<file path="src/rtl/boa_mem_arbiter_if.sv">
// boa_mem_bus: MMIO peripheral bus. The MEM side is the peripheral/slave view, the CPU side is the master view.
// rdata is registered by the peripheral and is valid one cycle after the accepting edge.
interface boa_mem_bus #(
    parameter int alen = 32
);
    logic            re;
    logic [3:0]      we;
    logic [alen-1:2] addr;
    logic [31:0]     wdata;
    logic            ready;
    logic [31:0]     rdata;

    modport MEM (input re, we, addr, wdata, output ready, rdata);
    modport CPU (output re, we, addr, wdata, input ready, rdata);
endinterface

</file>
<file path="src/rtl/boa_mem_arbiter.sv">
// Two-requester arbiter for one downstream boa_mem_bus, with round-robin or fixed priority and optional grant hold.
// Latency: zero cycles on request and on ready; rdata is routed one cycle after accept, exactly as on a direct connection.
// Backpressure: downstream ready is passed only to the granted requester; the other requester sees ready=0 and holds.
module boa_mem_arbiter #(
    parameter bit fixed_prio = 1'b0,
    parameter bit hold_grant = 1'b1
) (
    input  logic   clk,
    input  logic   rst,
    boa_mem_bus.MEM req0,
    boa_mem_bus.MEM req1,
    boa_mem_bus.CPU mem,
    output logic   owner,
    output logic   busy
);
    localparam int W_AW0 = $bits(req0.addr);
    localparam int W_AW1 = $bits(req1.addr);
    localparam int W_AWM = $bits(mem.addr);

    generate
        if ((W_AW0 != W_AWM) || (W_AW1 != W_AWM)) begin : g_alen_mismatch
            $error("boa_mem_arbiter: all ports must share one alen");
        end
    endgenerate

    logic w_act0;
    logic w_act1;
    logic w_hold_eff;
    logic w_gnt;
    logic w_busy;
    logic w_acc;
    logic w_rd_live;

    logic r_prio_ptr;
    logic r_hold;
    logic r_held_owner;
    logic r_rd_valid;
    logic r_rd_owner;

    assign w_act0 = req0.re | (|req0.we);
    assign w_act1 = req1.re | (|req1.we);

    // A hold only counts while the held requester is still asking; otherwise arbitrate normally this cycle.
    assign w_hold_eff = hold_grant && r_hold && (r_held_owner ? w_act1 : w_act0);

    always_comb begin
        w_gnt = 1'b0;
        if (w_hold_eff) begin
            w_gnt = r_held_owner;
        end else if (w_act0 && w_act1) begin
            w_gnt = fixed_prio ? 1'b0 : r_prio_ptr;
        end else if (w_act1) begin
            w_gnt = 1'b1;
        end
    end

    // Reset dominates the combinational outputs too, so nothing leaks out during the reset cycle.
    assign w_busy    = ~rst & (w_act0 | w_act1);
    assign w_acc     = w_busy & mem.ready;
    assign w_rd_live = ~rst & r_rd_valid;

    assign mem.re    = w_busy & (w_gnt ? req1.re : req0.re);
    assign mem.we    = w_busy ? (w_gnt ? req1.we : req0.we) : 4'h0;
    assign mem.addr  = w_busy ? (w_gnt ? req1.addr : req0.addr) : '0;
    assign mem.wdata = w_busy ? (w_gnt ? req1.wdata : req0.wdata) : 32'h0;

    assign req0.ready = w_busy & ~w_gnt & mem.ready;
    assign req1.ready = w_busy &  w_gnt & mem.ready;

    assign req0.rdata = (w_rd_live & ~r_rd_owner) ? mem.rdata : 32'h0;
    assign req1.rdata = (w_rd_live &  r_rd_owner) ? mem.rdata : 32'h0;

    assign busy  = w_busy;
    assign owner = w_busy & w_gnt;

    always_ff @(posedge clk) begin
        if (rst) begin
            r_prio_ptr   <= 1'b0;
            r_hold       <= 1'b0;
            r_held_owner <= 1'b0;
            r_rd_valid   <= 1'b0;
            r_rd_owner   <= 1'b0;
        end else begin
            r_rd_valid <= w_acc;
            if (w_acc) begin
                r_rd_owner <= w_gnt;
                if (w_gnt == r_prio_ptr) begin
                    r_prio_ptr <= ~r_prio_ptr;
                end
            end
            if (hold_grant && w_busy && !mem.ready) begin
                r_hold       <= 1'b1;
                r_held_owner <= w_gnt;
            end else begin
                r_hold <= 1'b0;
            end
        end
    end
endmodule
</file>
<file path="src/flat_wrapper.sv">
// flat-port wrapper written by rule: the top's interface ports become plain ports
module boa_mem_arbiter_flat 
#(
    parameter bit fixed_prio = 1'b0,
    parameter bit hold_grant = 1'b1
)
  (clk, rst, owner, busy, req0_re, req0_we, req0_addr, req0_wdata, req0_ready, req0_rdata, req1_re, req1_we, req1_addr, req1_wdata, req1_ready, req1_rdata, mem_re, mem_we, mem_addr, mem_wdata, mem_ready, mem_rdata);
  boa_mem_bus req0_i ();
  boa_mem_bus req1_i ();
  boa_mem_bus mem_i ();
  input  logic clk;
  input  logic rst;
  output logic owner;
  output logic busy;
  input wire logic [$bits(req0_i.re)-1:0] req0_re;
  input wire logic [$bits(req0_i.we)-1:0] req0_we;
  input wire logic [$bits(req0_i.addr)-1:0] req0_addr;
  input wire logic [$bits(req0_i.wdata)-1:0] req0_wdata;
  output wire logic [$bits(req0_i.ready)-1:0] req0_ready;
  output wire logic [$bits(req0_i.rdata)-1:0] req0_rdata;
  input wire logic [$bits(req1_i.re)-1:0] req1_re;
  input wire logic [$bits(req1_i.we)-1:0] req1_we;
  input wire logic [$bits(req1_i.addr)-1:0] req1_addr;
  input wire logic [$bits(req1_i.wdata)-1:0] req1_wdata;
  output wire logic [$bits(req1_i.ready)-1:0] req1_ready;
  output wire logic [$bits(req1_i.rdata)-1:0] req1_rdata;
  output wire logic [$bits(mem_i.re)-1:0] mem_re;
  output wire logic [$bits(mem_i.we)-1:0] mem_we;
  output wire logic [$bits(mem_i.addr)-1:0] mem_addr;
  output wire logic [$bits(mem_i.wdata)-1:0] mem_wdata;
  input wire logic [$bits(mem_i.ready)-1:0] mem_ready;
  input wire logic [$bits(mem_i.rdata)-1:0] mem_rdata;
  assign req0_i.re = req0_re;
  assign req0_i.we = req0_we;
  assign req0_i.addr = req0_addr;
  assign req0_i.wdata = req0_wdata;
  assign req0_ready = req0_i.ready;
  assign req0_rdata = req0_i.rdata;
  assign req1_i.re = req1_re;
  assign req1_i.we = req1_we;
  assign req1_i.addr = req1_addr;
  assign req1_i.wdata = req1_wdata;
  assign req1_ready = req1_i.ready;
  assign req1_rdata = req1_i.rdata;
  assign mem_re = mem_i.re;
  assign mem_we = mem_i.we;
  assign mem_addr = mem_i.addr;
  assign mem_wdata = mem_i.wdata;
  assign mem_i.ready = mem_ready;
  assign mem_i.rdata = mem_rdata;
  boa_mem_arbiter #(.fixed_prio(fixed_prio), .hold_grant(hold_grant)) u_core (.clk(clk), .rst(rst), .req0(req0_i), .req1(req1_i), .mem(mem_i), .owner(owner), .busy(busy));
endmodule
</file>
<file path="config.mk">
export PLATFORM = sky130hd
export DESIGN_NAME = boa_mem_arbiter_flat
export DESIGN_NICKNAME = d
export VERILOG_FILES = /design/src/rtl/boa_mem_arbiter_if.sv /design/src/rtl/boa_mem_arbiter.sv /design/src/flat_wrapper.sv
export SDC_FILE = /design/constraint.sdc
export NUM_CORES = 1
export LEC_CHECK = 0
export ABC_AREA = 1
export CAP_MARGIN = 5
export CORE_AREA = 4 4 116 118
export DETAILED_ROUTE_END_ITERATION = 12
export DIE_AREA = 0 0 120 122
export PLACE_DENSITY_LB_ADDON = 0.15
export REMOVE_ABC_BUFFERS = 1
export SYNTH_ARGS = -nofsm -noshare
export SYNTH_HDL_FRONTEND = slang
export SYNTH_SLANG_ARGS = --single-unit
</file>
<file path="constraint.sdc">
create_clock -name clk -period 2.6 [get_ports clk]
set_input_delay 0.78 -clock clk [delete_from_list [all_inputs] [get_ports clk]]
set_output_delay 0.78 -clock clk [all_outputs]
set_load 0.05 [all_outputs]
</file>
=== Yosys cells after proc, flatten, opt, wreduce, memory -nomap -nowiden ===
Cells that the tools add are included.

* Flip-flop bits (word level): 5
* Word-level logic and storage cells: 44

* Equality and inequality tests: 1
* Multiplexer cells: 14
* Bitwise gates (word level): 17
* Reduce and logical (&&, ||, !) cells: 7

{| class="wikitable"
|+ Operators with widths
! kind !! count
|-
| $mux 32 || 4
|-
| $mux 30 || 2
|-
| $and 1x1->1 || 10
|-
| $mux 4 || 2
|-
| $reduce_or 4->1 || 2
|-
| $mux 1 || 6
|-
| $not 1->1 || 4
|-
| $logic_and 1x1->1 || 3
|-
| $or 1x1->1 || 3
|-
| $reduce_and 2->1 || 1
|-
| $eq 1x1->1 || 1
|-
| $logic_not 1->1 || 1
|}

=== Logic depth before layout (Yosys ltp) ===
* Depth after elaboration: 8
* Depth in mapped cells: 10
* Depth with buffers taken out: 8

=== Worst setup path before layout ===
No wires, ideal clock.

* Path type: input to output
* Start: in req0_we[0]
* End: out mem_re
* Arrival: 2.332 ns
* Slack: -0.512 ns
* Stages: 5
* Path buffers: 0
* Cells stage by stage: nor2_2 -> nand3_2 -> a21oi_4 -> nand2_2 -> o21ai_0

* Word-level cells in the longest chain between the ends: 7
* Elaborated cells between the ends (all ways): 11
* Classes of those cells: 4 x mux; 4 x bitwise; 3 x reduce/logical

{| class="wikitable"
|+ Ends and longest elaborated chain
! what !! line !! RTL
|-
| from (decl) || flat_wrapper.sv:16 || <nowiki>input wire logic [$bits(req0_i.we)-1:0] req0_we;</nowiki>
|-
| $reduce_or 4->1 (*) || boa_mem_arbiter.sv:40 || <nowiki>assign w_act0 = req0.re | (|req0.we);</nowiki>
|-
| $or 1x1->1 (*) || boa_mem_arbiter.sv:40 ||
|-
| $logic_and 1x1->1 or $mux 1 (tied branches) || boa_mem_arbiter.sv:50, boa_mem_arbiter.sv:44 ||
|-
| $mux 1 or $logic_and 1x1->1 (tied branches) || boa_mem_arbiter.sv:50, boa_mem_arbiter.sv:44 ||
|-
| $mux 1 || boa_mem_arbiter.sv:48 || <nowiki>if (w_hold_eff) begin</nowiki>
|-
| $mux 1 || boa_mem_arbiter.sv:62 || <nowiki>assign mem.re = w_busy & (w_gnt ? req1.re : req0.re);</nowiki>
|-
| $and 1x1->1 (*) || boa_mem_arbiter.sv:62 ||
|-
| to (decl) || flat_wrapper.sv:27 || <nowiki>output wire logic [$bits(mem_i.re)-1:0] mem_re;</nowiki>
|}

Mark *: on every way between the ends. The rest lies on a longest branch, timed or not.

=== Worst setup path after layout ===
* Start: in req1_we[0]
* End: out mem_re

* Word-level cells in the longest chain between the ends: 7
* Elaborated cells between the ends (all ways): 12
* Classes of those cells: 5 x mux; 4 x bitwise; 3 x reduce/logical

{| class="wikitable"
|+ Ends and longest elaborated chain
! what !! line !! RTL
|-
| from (decl) || flat_wrapper.sv:22 || <nowiki>input wire logic [$bits(req1_i.we)-1:0] req1_we;</nowiki>
|-
| $reduce_or 4->1 (*) || boa_mem_arbiter.sv:41 || <nowiki>assign w_act1 = req1.re | (|req1.we);</nowiki>
|-
| $or 1x1->1 (*) || boa_mem_arbiter.sv:41 ||
|-
| $mux 1, or another cell as far along || boa_mem_arbiter.sv:52 || <nowiki>end else if (w_act1) begin</nowiki>
|-
| $mux 1 or $logic_and 1x1->1 (tied branches) || boa_mem_arbiter.sv:50, boa_mem_arbiter.sv:44 ||
|-
| $mux 1 || boa_mem_arbiter.sv:48 ||
|-
| $mux 1 || boa_mem_arbiter.sv:62 ||
|-
| $and 1x1->1 (*) || boa_mem_arbiter.sv:62 ||
|}

Marks and branches as above.

==> summary.txt <==
Outcome
  – Run status: finished with violations
  – Failing checks: setup timing

Synth
  – Ys async rst share: 0%
  – Mapped Area: between 1500 and 2000 um^2
  – Synth Warn #: 0
  – #FFs+latches synth: 5
  – EDFF count, synth: 0
  – Mean Syn Cell Area: around 4.7 um^2
  – Post-synth cell types: 20
  – Dominant cells by area after synthesis: nand2_1, nand3_1, nor2_1
  – Dominant cell type by area after synthesis: nand2_1
  – Top_reg_cell synth: dfxtp_1
  – Top cell type's share of synthesized area: between 20% and 30%
  – Mapped Cells: ~370
  – Seq/Total Area, Yosys: under 10%

Global routing
  – GRT Util Overall: 24.2%
  – Initial antenna violation count: 3
  – GRT busiest layer: met2
  – M1 GR Usage: 24.2%
  – Vias in the first global route: between 4000 and 5000
  – Grt ovf: 0
  – First-pass GRT wire length: between 20 and 30 mm
  – Largest net degree at the start of global routing: 33
  – M2 GR Usage: roughly 46%
  – M3 GR Usage: under 10%

STA
  – Worst-Margin Slew: approximately 0.30 ns
  – Fmax: around 0.33 GHz
  – Clock Skew: 0.00122 ns
  – Endpoints failing hold: 0
  – Setup TNS: -23.10 ns
  – Min Tclk post-route: 2.99 ns
  – Unrepaired setup endpoints after global routing: true
  – Worst setup margin: -0.392 ns
  – Rel. slew slack: 80.0%
  – Max-slew violation count: 0
  – Setup Viol. Count Final: 70
  – Final period util: 115%

Die
  – Starting Density: between 10% and 20%
  – Die ar.: approximately 15000 um^2
  – Die X-Extent: ~120 um
  – Io pins: just over 300
  – Site row count: a little over 40
  – Die Ht: roughly 120 um
  – Core Area: 12500 um^2

Clock network
  – CTS Buf Count: 3
  – TritonCTS Sinks: 5
  – CTS tree: yes
  – # H-tree levels: 1
  – Reg clk slew, reported paths: ~0.030 ns
  – Root Driver: clkbuf_16
  – Maximum clock path buffer count: 2
  – Clk Latency, worst-skew pair: 0.23 ns

Setup path
  – Worst EP required: 1.82 ns
  – Critical path class: in2out
  – Crit path launch type: primary input
  – Max Fanout on Critical Path: 6
  – Critical Path Sink Type: output pin
  – CP Data Arrival Time: ~2.2 ns

Drt
  – DR vias/cell: approximately 4.6
  – Post-DR wirelength/cell: ~23 um
  – Initial drt markers: 130
  – Pre-antenna DRT Iters: 4
  – Routed Antenna Nets: 0
  – DRC: 0
  – Routed wire length: about 21 mm
  – Via Count: ~4200

Placement
  – # port buffers: 303
  – GPL Wtd Cong: approximately 0.9
  – HPWL after detailed placement: between 10 and 15 mm
  – Placed Cells: roughly 840

Layout
  – Syn-to-layout area delta: 439%
  – Share of cells above drive strength 1: between 70% and 80%
  – Post-layout nets: just over 900
  – Non-Filler Instances: about 910
  – Final core utilization: approximately 76%
  – Layout fillers: approximately 700

Flow run
  – Max capacitance violation total: 0

Pwr
  – Total power: ~2.6 mW
  – Power Density: ~280 nW/um^2
  – Maximum vdd drop: 0.200 mV
  – Leakage: 4.23 nW

Min path
  – Worst hold path class: reg2reg
==> cell families after synthesis <==
logic type | count (synthesis) | share of synthesized area, %
buffers and inverters | 72 | 20.3
flip-flops | 5 | 5.67
AND/OR/NAND/NOR | 288 | 70.3
AO/OA/AOI/OAI | 7 | 3.69
==> area by class of cell <==
type | instances | area (um^2) | share of cell area (%)
inverter | 45 | 181 | 1.90
antenna | 2 | 5.00 | 0.0525
clock buffer | 4 | 78.8 | 0.828
sequential | 5 | 100 | 1.05
multi-input combinational | 295 | 3140 | 33.0
timing repair buffer | 386 | 5800 | 60.9
tap | 172 | 215 | 2.26
==> through the flow <==
step | instance area [um^2] | hold slack, ns | worst slack [ns]
6_report | 9520 | 0.538 | -0.392
5_1_grt | 9520 | 0.583 | -0.434
4_1_cts | 8800 | 0.520 | -0.448
3_5_place_dp | 6450 | 0.513 | -0.649
3_3_place_gp | 6450 | 0.504 | -0.631
2_1_floorplan | 1580 | 0.494 | -1.21
==> synth_stat cells (3+ instances only) <==
| cell | count |
|---|---|
| nand2_2 | 21 |
| inv_1 | 44 |
| clkbuf_1 | 11 |
| nand2_1 | 120 |
| nand3_1 | 71 |
| dfxtp_1 | 5 |
| nor2_1 | 72 |
| o21ai_0 | 3 |
| buf_6 | 4 |
| buf_2 | 6 |
==> flip-flops by register name (all words and copies together) (netlist names) <==
name	flops
u_core.r_rd_owner	1
u_core.r_prio_ptr	1
u_core.r_held_owner	1
u_core.r_hold	1
u_core.r_rd_valid	1
==> critical path: stages <==
cell	delay [ns]
buf_8	0.10
nor2_4	0.11
nand2_4	0.08
buf_6	0.13
o21ai_4	0.18
buf_12	0.15
buf_12	0.11
buf_12	0.13
nand3_2	0.07
o21ai_1	0.09
buf_4	0.14
buf_12	0.13
==> routing by layer <==
layer / up-vias / wire [um]
met1: 2038 / 6760
met5: - / 14
met3: 69 / 1100
met4: 2 / 1190
met2: 184 / 11800
li1: 1880 / -
==> worst paths after layout <==
check | to | slack [ns] | cells after the start | startpoint
setup / recovery | mem_re | -0.39 | 12 | req1_we[0]
hold / removal | u_core.r_held_owner$_SDFFE_PP0P_ | 0.54 | 4 | u_core.r_held_owner$_SDFFE_PP0P_
setup reg to reg | u_core.r_prio_ptr$_SDFFE_PP0P_ | 1.17 | 10 | u_core.r_held_owner$_SDFFE_PP0P_
hold reg to reg | u_core.r_held_owner$_SDFFE_PP0P_ | 0.54 | 4 | u_core.r_held_owner$_SDFFE_PP0P_
==> power by group <==
| part | switching [mW] | leakage, nW | internal [mW] | total [mW] |
|---|---|---|---|---|
| Clock | 0.0548 | 0.0382 | 0.204 | 0.258 |
| Combinational | 1.15 | 4.15 | 1.13 | 2.28 |
| Sequential | 0.00409 | 0.0414 | 0.0823 | 0.0863 |
==> layout by cell type, fill, tap and decap left out, types with 2 or more instances in the layout <==
cell             netlist  layout
clkbuf_16              0       9
nor2_4                 1      41
inv_2                  1       2
buf_8                  1       5
nand3_2                1      45
nand2_1              120       9
clkdlybuf4s50_1        0     157
nor2_2                 2      30
nand2_4                0     125
buf_12                 2     158
dfxtp_1                5       5
inv_1                 44      39
nand3_4                0      26
buf_6                  4      20
a21oi_4                2       2
o21ai_2                2       3
nor2_1                72       4
buf_4                  2      23
nand2_2               21       7
buf_16                 0      16
inv_4                  0       3
diode_2                0       2
==> repair_timing <==
action / in CTS / in global routing
endpoints found under the setup margin: 135 / 135
hold buffers: 0 / 0
cloned: 20 / 6
buffers inserted: 37 / 10
resized for setup: 415 / 147
pin swaps: 39 / 62
(Power assumes the default switching activity.)
